<file path="src/rtl/multicycle_ctrl.sv">
// multicycle_ctrl: control FSM for a multicycle RISC-V style datapath.
// Fetch/decode/execute/memory/writeback sequencing with a per-access wait
// counter that converts a stalled memory access into a bus-error trap.
// Optional feature macro: CTRL_INSTRET_EN adds a 32-bit retired-instruction
// counter on output port instret.
module multicycle_ctrl #(
  parameter int unsigned WAIT_MAX = 15
) (
  input  logic       clk,
  input  logic       rst_n,
  input  logic [6:0] opcode,
  input  logic       mem_ready,
  output logic       mem_req,
  output logic       mem_we,
  output logic       mem_src,
  output logic       ir_write,
  output logic       pc_write,
  output logic       pc_write_cond,
  output logic       reg_write,
  output logic [1:0] alu_src_a,
  output logic [1:0] alu_src_b,
  output logic [1:0] ALUOp,
  output logic [1:0] result_src,
  output logic       illegal_instr,
  output logic       bus_err,
  output logic [3:0] state
`ifdef CTRL_INSTRET_EN
  ,
  output logic [31:0] instret
`endif
);

  typedef enum logic [3:0] {
    S_FETCH    = 4'd0,
    S_DECODE   = 4'd1,
    S_EXEC_R   = 4'd2,
    S_EXEC_I   = 4'd3,
    S_ALU_WB   = 4'd4,
    S_MEM_ADDR = 4'd5,
    S_MEM_RD   = 4'd6,
    S_MEM_WB   = 4'd7,
    S_MEM_WR   = 4'd8,
    S_BRANCH   = 4'd9,
    S_JAL      = 4'd10,
    S_TRAP     = 4'd11
  } state_t;

  localparam logic [6:0] OP_R      = 7'b0110011;
  localparam logic [6:0] OP_I      = 7'b0010011;
  localparam logic [6:0] OP_LOAD   = 7'b0000011;
  localparam logic [6:0] OP_STORE  = 7'b0100011;
  localparam logic [6:0] OP_BRANCH = 7'b1100011;
  localparam logic [6:0] OP_JAL    = 7'b1101111;

  state_t     state_q, state_d;
  logic [7:0] wcnt_q, wcnt_d;
  logic       ill_q, ill_d;
  logic       berr_q, berr_d;
  logic [8:0] wcnt_inc;
  logic       expired;
  logic       in_wait, enter_wait;

  // One extra bit so the compare against WAIT_MAX cannot wrap.
  assign wcnt_inc   = {1'b0, wcnt_q} + 9'd1;
  assign expired    = (wcnt_inc >= 9'(WAIT_MAX));
  assign in_wait    = (state_q == S_FETCH) || (state_q == S_MEM_RD) || (state_q == S_MEM_WR);
  assign enter_wait = (state_d != state_q) &&
                      ((state_d == S_FETCH) || (state_d == S_MEM_RD) || (state_d == S_MEM_WR));

  // Next-state, wait counter and fault latch update.
  always_comb begin
    state_d = state_q;
    wcnt_d  = wcnt_q;
    ill_d   = ill_q;
    berr_d  = berr_q;
    case (state_q)
      S_FETCH: begin
        if (mem_ready) state_d = S_DECODE;
        else if (expired) begin state_d = S_TRAP; berr_d = 1'b1; end
      end
      S_DECODE: begin
        case (opcode)
          OP_R:               state_d = S_EXEC_R;
          OP_I:               state_d = S_EXEC_I;
          OP_LOAD, OP_STORE:  state_d = S_MEM_ADDR;
          OP_BRANCH:          state_d = S_BRANCH;
          OP_JAL:             state_d = S_JAL;
          default: begin state_d = S_TRAP; ill_d = 1'b1; end
        endcase
      end
      S_EXEC_R, S_EXEC_I: state_d = S_ALU_WB;
      S_ALU_WB:   state_d = S_FETCH;
      // Opcode is re-sampled here, not remembered from DECODE.
      S_MEM_ADDR: state_d = (opcode == OP_LOAD) ? S_MEM_RD : S_MEM_WR;
      S_MEM_RD: begin
        if (mem_ready) state_d = S_MEM_WB;
        else if (expired) begin state_d = S_TRAP; berr_d = 1'b1; end
      end
      S_MEM_WB:   state_d = S_FETCH;
      S_MEM_WR: begin
        if (mem_ready) state_d = S_FETCH;
        else if (expired) begin state_d = S_TRAP; berr_d = 1'b1; end
      end
      S_BRANCH:   state_d = S_FETCH;
      S_JAL:      state_d = S_ALU_WB;
      S_TRAP: begin
        state_d = S_FETCH;
        ill_d   = 1'b0;
        berr_d  = 1'b0;
      end
      default:    state_d = S_FETCH;
    endcase
    if (in_wait && !mem_ready) wcnt_d = wcnt_inc[7:0];
    if (enter_wait) wcnt_d = '0;
  end

  // State and fault registers with synchronous active-low reset.
  always_ff @(posedge clk) begin
    if (!rst_n) begin
      state_q <= S_FETCH;
      wcnt_q  <= '0;
      ill_q   <= 1'b0;
      berr_q  <= 1'b0;
    end else begin
      state_q <= state_d;
      wcnt_q  <= wcnt_d;
      ill_q   <= ill_d;
      berr_q  <= berr_d;
    end
  end

`ifdef CTRL_INSTRET_EN
  logic        retire;
  logic [31:0] instret_q;
  assign retire = (state_q == S_ALU_WB) || (state_q == S_MEM_WB) || (state_q == S_BRANCH) ||
                  ((state_q == S_MEM_WR) && mem_ready);

  // Retired-instruction counter; wraps naturally at 32 bits.
  always_ff @(posedge clk) begin
    if (!rst_n)      instret_q <= '0;
    else if (retire) instret_q <= instret_q + 32'd1;
  end

  assign instret = rst_n ? instret_q : 32'd0;
`endif

  assign state = rst_n ? state_q : 4'd0;

  // Moore-style decode of control outputs; only FETCH also looks at mem_ready.
  always_comb begin
    mem_req       = 1'b0;
    mem_we        = 1'b0;
    mem_src       = 1'b0;
    ir_write      = 1'b0;
    pc_write      = 1'b0;
    pc_write_cond = 1'b0;
    reg_write     = 1'b0;
    alu_src_a     = 2'b00;
    alu_src_b     = 2'b00;
    ALUOp         = 2'b00;
    result_src    = 2'b00;
    illegal_instr = 1'b0;
    bus_err       = 1'b0;
    if (rst_n) begin
      case (state_q)
        S_FETCH: begin
          mem_req = 1'b1;
          if (mem_ready) begin
            ir_write   = 1'b1;
            pc_write   = 1'b1;
            alu_src_b  = 2'b10;
            result_src = 2'b10;
          end
        end
        S_DECODE:   begin alu_src_a = 2'b01; alu_src_b = 2'b01; end
        S_EXEC_R:   begin alu_src_a = 2'b10; ALUOp = 2'b10; end
        S_EXEC_I:   begin alu_src_a = 2'b10; alu_src_b = 2'b01; ALUOp = 2'b10; end
        S_ALU_WB:   reg_write = 1'b1;
        S_MEM_ADDR: begin alu_src_a = 2'b10; alu_src_b = 2'b01; end
        S_MEM_RD:   begin mem_req = 1'b1; mem_src = 1'b1; end
        S_MEM_WB:   begin reg_write = 1'b1; result_src = 2'b01; end
        S_MEM_WR:   begin mem_req = 1'b1; mem_we = 1'b1; mem_src = 1'b1; end
        S_BRANCH:   begin alu_src_a = 2'b10; ALUOp = 2'b01; pc_write_cond = 1'b1; end
        S_JAL:      begin pc_write = 1'b1; alu_src_a = 2'b01; alu_src_b = 2'b10; end
        S_TRAP:     begin illegal_instr = ill_q; bus_err = berr_q; end
        default:    ;
      endcase
    end
  end

endmodule

</file>
<file path="config.mk">
export PLATFORM = sky130hd
export DESIGN_NAME = multicycle_ctrl
export DESIGN_NICKNAME = d
export VERILOG_FILES = /design/src/rtl/multicycle_ctrl.sv
export SDC_FILE = /design/constraint.sdc
export NUM_CORES = 1
export LEC_CHECK = 0
export CORE_ASPECT_RATIO = 0.9
export CORE_UTILIZATION = 53
export CTS_BUF_LIST = sky130_fd_sc_hd__clkbuf_8 sky130_fd_sc_hd__clkbuf_16
export CTS_CLUSTER_SIZE = 25
export DETAILED_ROUTE_END_ITERATION = 7
export PLACE_DENSITY = 0.85
export REMOVE_ABC_BUFFERS = 1
export SETUP_SLACK_MARGIN = 0.3
export SLEW_MARGIN = 20
export SYNTH_ARGS = -nofsm -noshare
export SYNTH_HDL_FRONTEND = slang
export SYNTH_SLANG_ARGS = --single-unit
</file>
<file path="constraint.sdc">
create_clock -name clk -period 4.84 [get_ports clk]
set_input_delay 0.968 -clock clk [delete_from_list [all_inputs] [get_ports clk]]
set_output_delay 0.968 -clock clk [all_outputs]
set_load 0.005 [all_outputs]
</file>
==> Word level (Yosys, flattened, before mapping) <==
Index checks and enable logic that the tools add are counted.
{ "word_totals": {"register_bits": 14, "elab_cells": 95, "output_inout_bits": 21} }
{ "op_classes": {"n_mux": 41, "eq_ne": 23, "bitwise_logic": 1, "add_sub_neg": 1, "n_lt_le_gt_ge": 1, "reduce_logical": 24} }
{ "ops": {"columns": ["operator", "count"], "rows": [
  ["$mux W4", 6],
  ["$pmux W4 S6", 1],
  ["$mux W1", 21],
  ["$eq A4 B3 Y1 const B", 5],
  ["$eq A4 B4 Y1 const B", 5],
  ["$pmux W4 S5", 1],
  ["$eq A7 B6 Y1 const B", 2],
  ["$eq A7 B7 Y1 const B", 2],
  ["$pmux W2 S2", 3],
  ["$reduce_or A2 Y1", 6],
  ["$mux W2", 5],
  ["$add A8 B1 Y9 const B", 1],
  ["$ge A9 B4 Y1 const B", 1],
  ["$reduce_or A3 Y1", 3],
  ["$eq A4 B2 Y1 const B", 2],
  ["$logic_not A4 Y1", 2],
  ["$eq A7 B2 Y1 const B", 1],
  ["$eq A7 B5 Y1 const B", 1],
  ["$pmux W1 S2", 3],
  ["$pmux W2 S3", 1],
  ["$reduce_or A6 Y1", 1],
  ["$eq A4 B1 Y1 const B", 1],
  ["$logic_or A1 B1 Y1", 4],
  ["$ne A2 B2 Y1 const B", 2],
  ["9 further kinds", 11]
]} }

==> Depth between registers and ports, before layout <==
{ "depth": {"depth_word": 10, "ltp_mapped": 8, "mapped_depth_nobuf": 8} }

==> Worst setup path before layout <==
Ideal clock, no wire load.
{ "synth_timing": {"path_kind": "input to output", "from": "input port rst_n", "to": "output port ALUOp[0]", "arrival_time_ns": 1.511, "path_stages": 4, "path_slack_ns": 2.361, "path_cell_list": "buf_6 > clkbuf_1 > nand2_1 > nor2_1"} }
{ "synth_between": {"elab_chain_cells": 1} }
{ "synth_lines": {"columns": ["element", "line", "text"], "rows": [
  ["start: declaration", "10", "input logic rst_n,"],
  ["$mux W2", "164", "if (rst_n) begin"],
  ["end: declaration", "22", "output logic [1:0] ALUOp,"]
]} }
No other way between the ends.

==> Worst setup path in the final report <==
{ "layout_timing": {"from": "input port rst_n", "to": "output port result_src[1]"} }
{ "layout_between": {"elab_chain_cells": 1} }
{ "layout_lines": {"columns": ["element", "line", "text"], "rows": [
  ["$mux W2", "164", null],
  ["end: declaration", "23", "output logic [1:0] result_src,"]
]} }
No other way between the ends.

==> impl_metrics.toml <==
[outcome]
status = "completed"

[clock_network]
cts_tree = "built"
cts_buffers = 3
clock_sinks = 14
cts_resized = 0
cts_root_buf = "clkbuf_8"
cts.path.max_buffers = 2
clkTransAtPathRegs_ns = 0.05
htreeDepth = 1
clock_latency_ns = 0.24
hold_buffers = 0
cts_setup_buffers = 0

[synthesis]
ys.flop_type = "dfxtp_1"
synth_area_leaders = "dfxtp_1 22%, nor2_1 6.7%, a21oi_1 5.1%, nand2_1 4.1%, xnor2_1 4.1%"
netlist_instances = 172
synth-edff-count = 0
synth_common_cells = "23 x nor2_1, 14 x dfxtp_1, 14 x nand2_1, 13 x a21oi_1, 10 x nor3_1"
synth_area_per_cell_um2 = 7.46
synthDistinctLibCells = 52
ys_seq_area_frac = 0.219
yosysTopAreaCell = "dfxtp_1"
synth_top_cell_area_share = 0.219
yosysMostFrequentCell = "nor2_1"
synthArstFlopShare = 0
synth_seq_cells = 14
yosys_warnings = 0
synth_area_um2 = 1280

[worst_setup_path]
crit_required_ns = 3.87
startpoint_type = "input pin"
slowest_delay_ns = 0.84
end_kind = "primary output"
crit_chain = "clkdlybuf4s50_1, nand2_1, nor4_1, clkdlybuf4s50_1"
setup.worst_path.class = "in2out"
worst_ep_arrival_time_ns = 2.96
path_common_cell = "clkdlybuf4s50_1"
cp_slowest_cell = "clkdlybuf4s50_1"
cp_max_fo = 19

[sta]
finalCritPeriodShare = 0.811
fmax_mhz = 255
tightest_slew_ns = 0.746
slew_viol_final = 0
setup_tns_ns = 0
hold_violations = 0
rsz0062_at_grt = "no"
slew_headroom = 0.502
min_period_ns = 3.92
finClkSkew_ns = 0.00112
setup_violations = 0

[placement]
port_buffers = 30
gp_congestion = 0.854
dp_hpwl_mm = 2.52

[flow_run]
cap_viol_max_count = 0

[floorplanning]
fp.dieW_um = 53.9
rows = 16
io_pins = 31
initial_core_util = 0.577
die_y_um = 48.7
dieArea_um2 = 2620
fp.coreArea_um2 = 2220

[routing]
wire_per_inst_um = 15.0
drt_iter0_markers = 33
drt.antenna.violating_nets = 0
first_pass_iters = 4
drt-total-wl_mm = 3.33
vias = 1371
vias_per_cell = 6.15
drc = 0

[grt]
grt_overflow_total = 0
grt_use_total = 0.279
grt_antenna_before_repair = 0
grt_pass1_vias = 1243
grt_first_pass_wirelength_mm = 5.58
grt_max_degree = 23

[pwr]
swShare = 0.357
powerDensity_nw_per_um2 = 273
intPower_mw = 0.281
clkPwrFrac = 0.254
ir_drop_v = 0.000279
total_power_mw = 0.436
seq_power_share = 0.369
switching_power_mw = 0.156
comb_power_share = 0.377
leakagePower_nw = 0.593

[cells_and_area]
area_growth_pct = 24.5
drive_gt1_frac = 0.0663
nNetsFinal = 209
fillers = 181
fin_util = 0.718
n_antenna_cell = 0

[hold_path]
hold_path.class = "reg2reg"
## per-stage QoR
step                      instance area [um2]  hold slack, ns  std cells  setup WS, ns
after CTS                                1600           0.475        223         0.930
after floorplan                          1210           0.429        162          2.48
after global placement                   1540           0.457        219          1.01
after global routing                     1600           0.486        223         0.745
final                                    1600           0.472        223         0.917
after detailed placement                 1540           0.462        219         0.940
## kinds of logic after synthesis
family / after synthesis / share of synthesized area
and+or+nand+nor: 86 / 0.368
buffers and inverters: 14 / 0.0702
AOI/OAI and AO/OA: 44 / 0.241
DFF: 14 / 0.219
xor gates and xnor gates: 11 / 0.0751
adders and majority gates: 2 / 0.0195
muxes: 1 / 0.00781
## worst paths after layout
path	startpoint	to	slack (ns)	depth (start not counted)
max	rst_n	result_src[1]	0.92	4
min	berr_q	berr_q	0.47	1
max reg2reg	wcnt_q[0]	wcnt_q[0]	2.46	7
min reg2reg	berr_q	berr_q	0.47	1
## layer usage
metal	vias to the layer above	track usage	wire length, um
met3	2	0.0692	196
met5	-	0	0
met1	657	0.377	1530
met4	0	0.0658	4
met2	40	0.436	1600
li1	672	-	-
## sequential cells by signal, summed over array words and instances (netlist names)
name / flops
wcnt_q: 8
state_q: 4
berr_q: 1
ill_q: 1
## cell usage in the layout (no fill, tap or decap), drive strengths merged, types with 3 or more instances in the layout
| master | instances |
|---|---|
| nor2 | 23 |
| clkdlybuf4s50 | 30 |
| o21ai | 6 |
| nand2b | 4 |
| nor3 | 10 |
| nor4 | 3 |
| nand3 | 4 |
| a21oi | 13 |
| clkbuf | 4 |
| nand2 | 14 |
| o21a | 5 |
| inv | 4 |
| dfxtp | 14 |
| and2 | 7 |
| nor2b | 5 |
| xor2 | 5 |
| a31oi | 4 |
| xnor2 | 6 |
## worst max-delay path: cells and delay by family
kind / cells / cell delay, ns
buf+inv: 2 / 1.40
simple gates: 2 / 0.59
## final cells by class
class	count	area, um2	area share
Sequential cell	14	280	0.176
Multi-Input combinational cell	144	912	0.571
Inverter	4	15.0	0.00940
Clock buffer	4	55.1	0.0345
Tap cell	27	33.8	0.0212
Timing Repair Buffer	30	300	0.188
## power groups by stage
stage / sequential [mW] / combinational (mW) / clock [mW]
2_1_floorplan: 0.153 / 0.104 / 0
3_3_place_gp: 0.160 / 0.157 / 0
3_5_place_dp: 0.162 / 0.163 / 0
4_1_cts: 0.160 / 0.164 / 0.113
5_1_grt: 0.164 / 0.180 / 0.118
6_report: 0.161 / 0.164 / 0.111
Power figures use the tool's default switching activity.
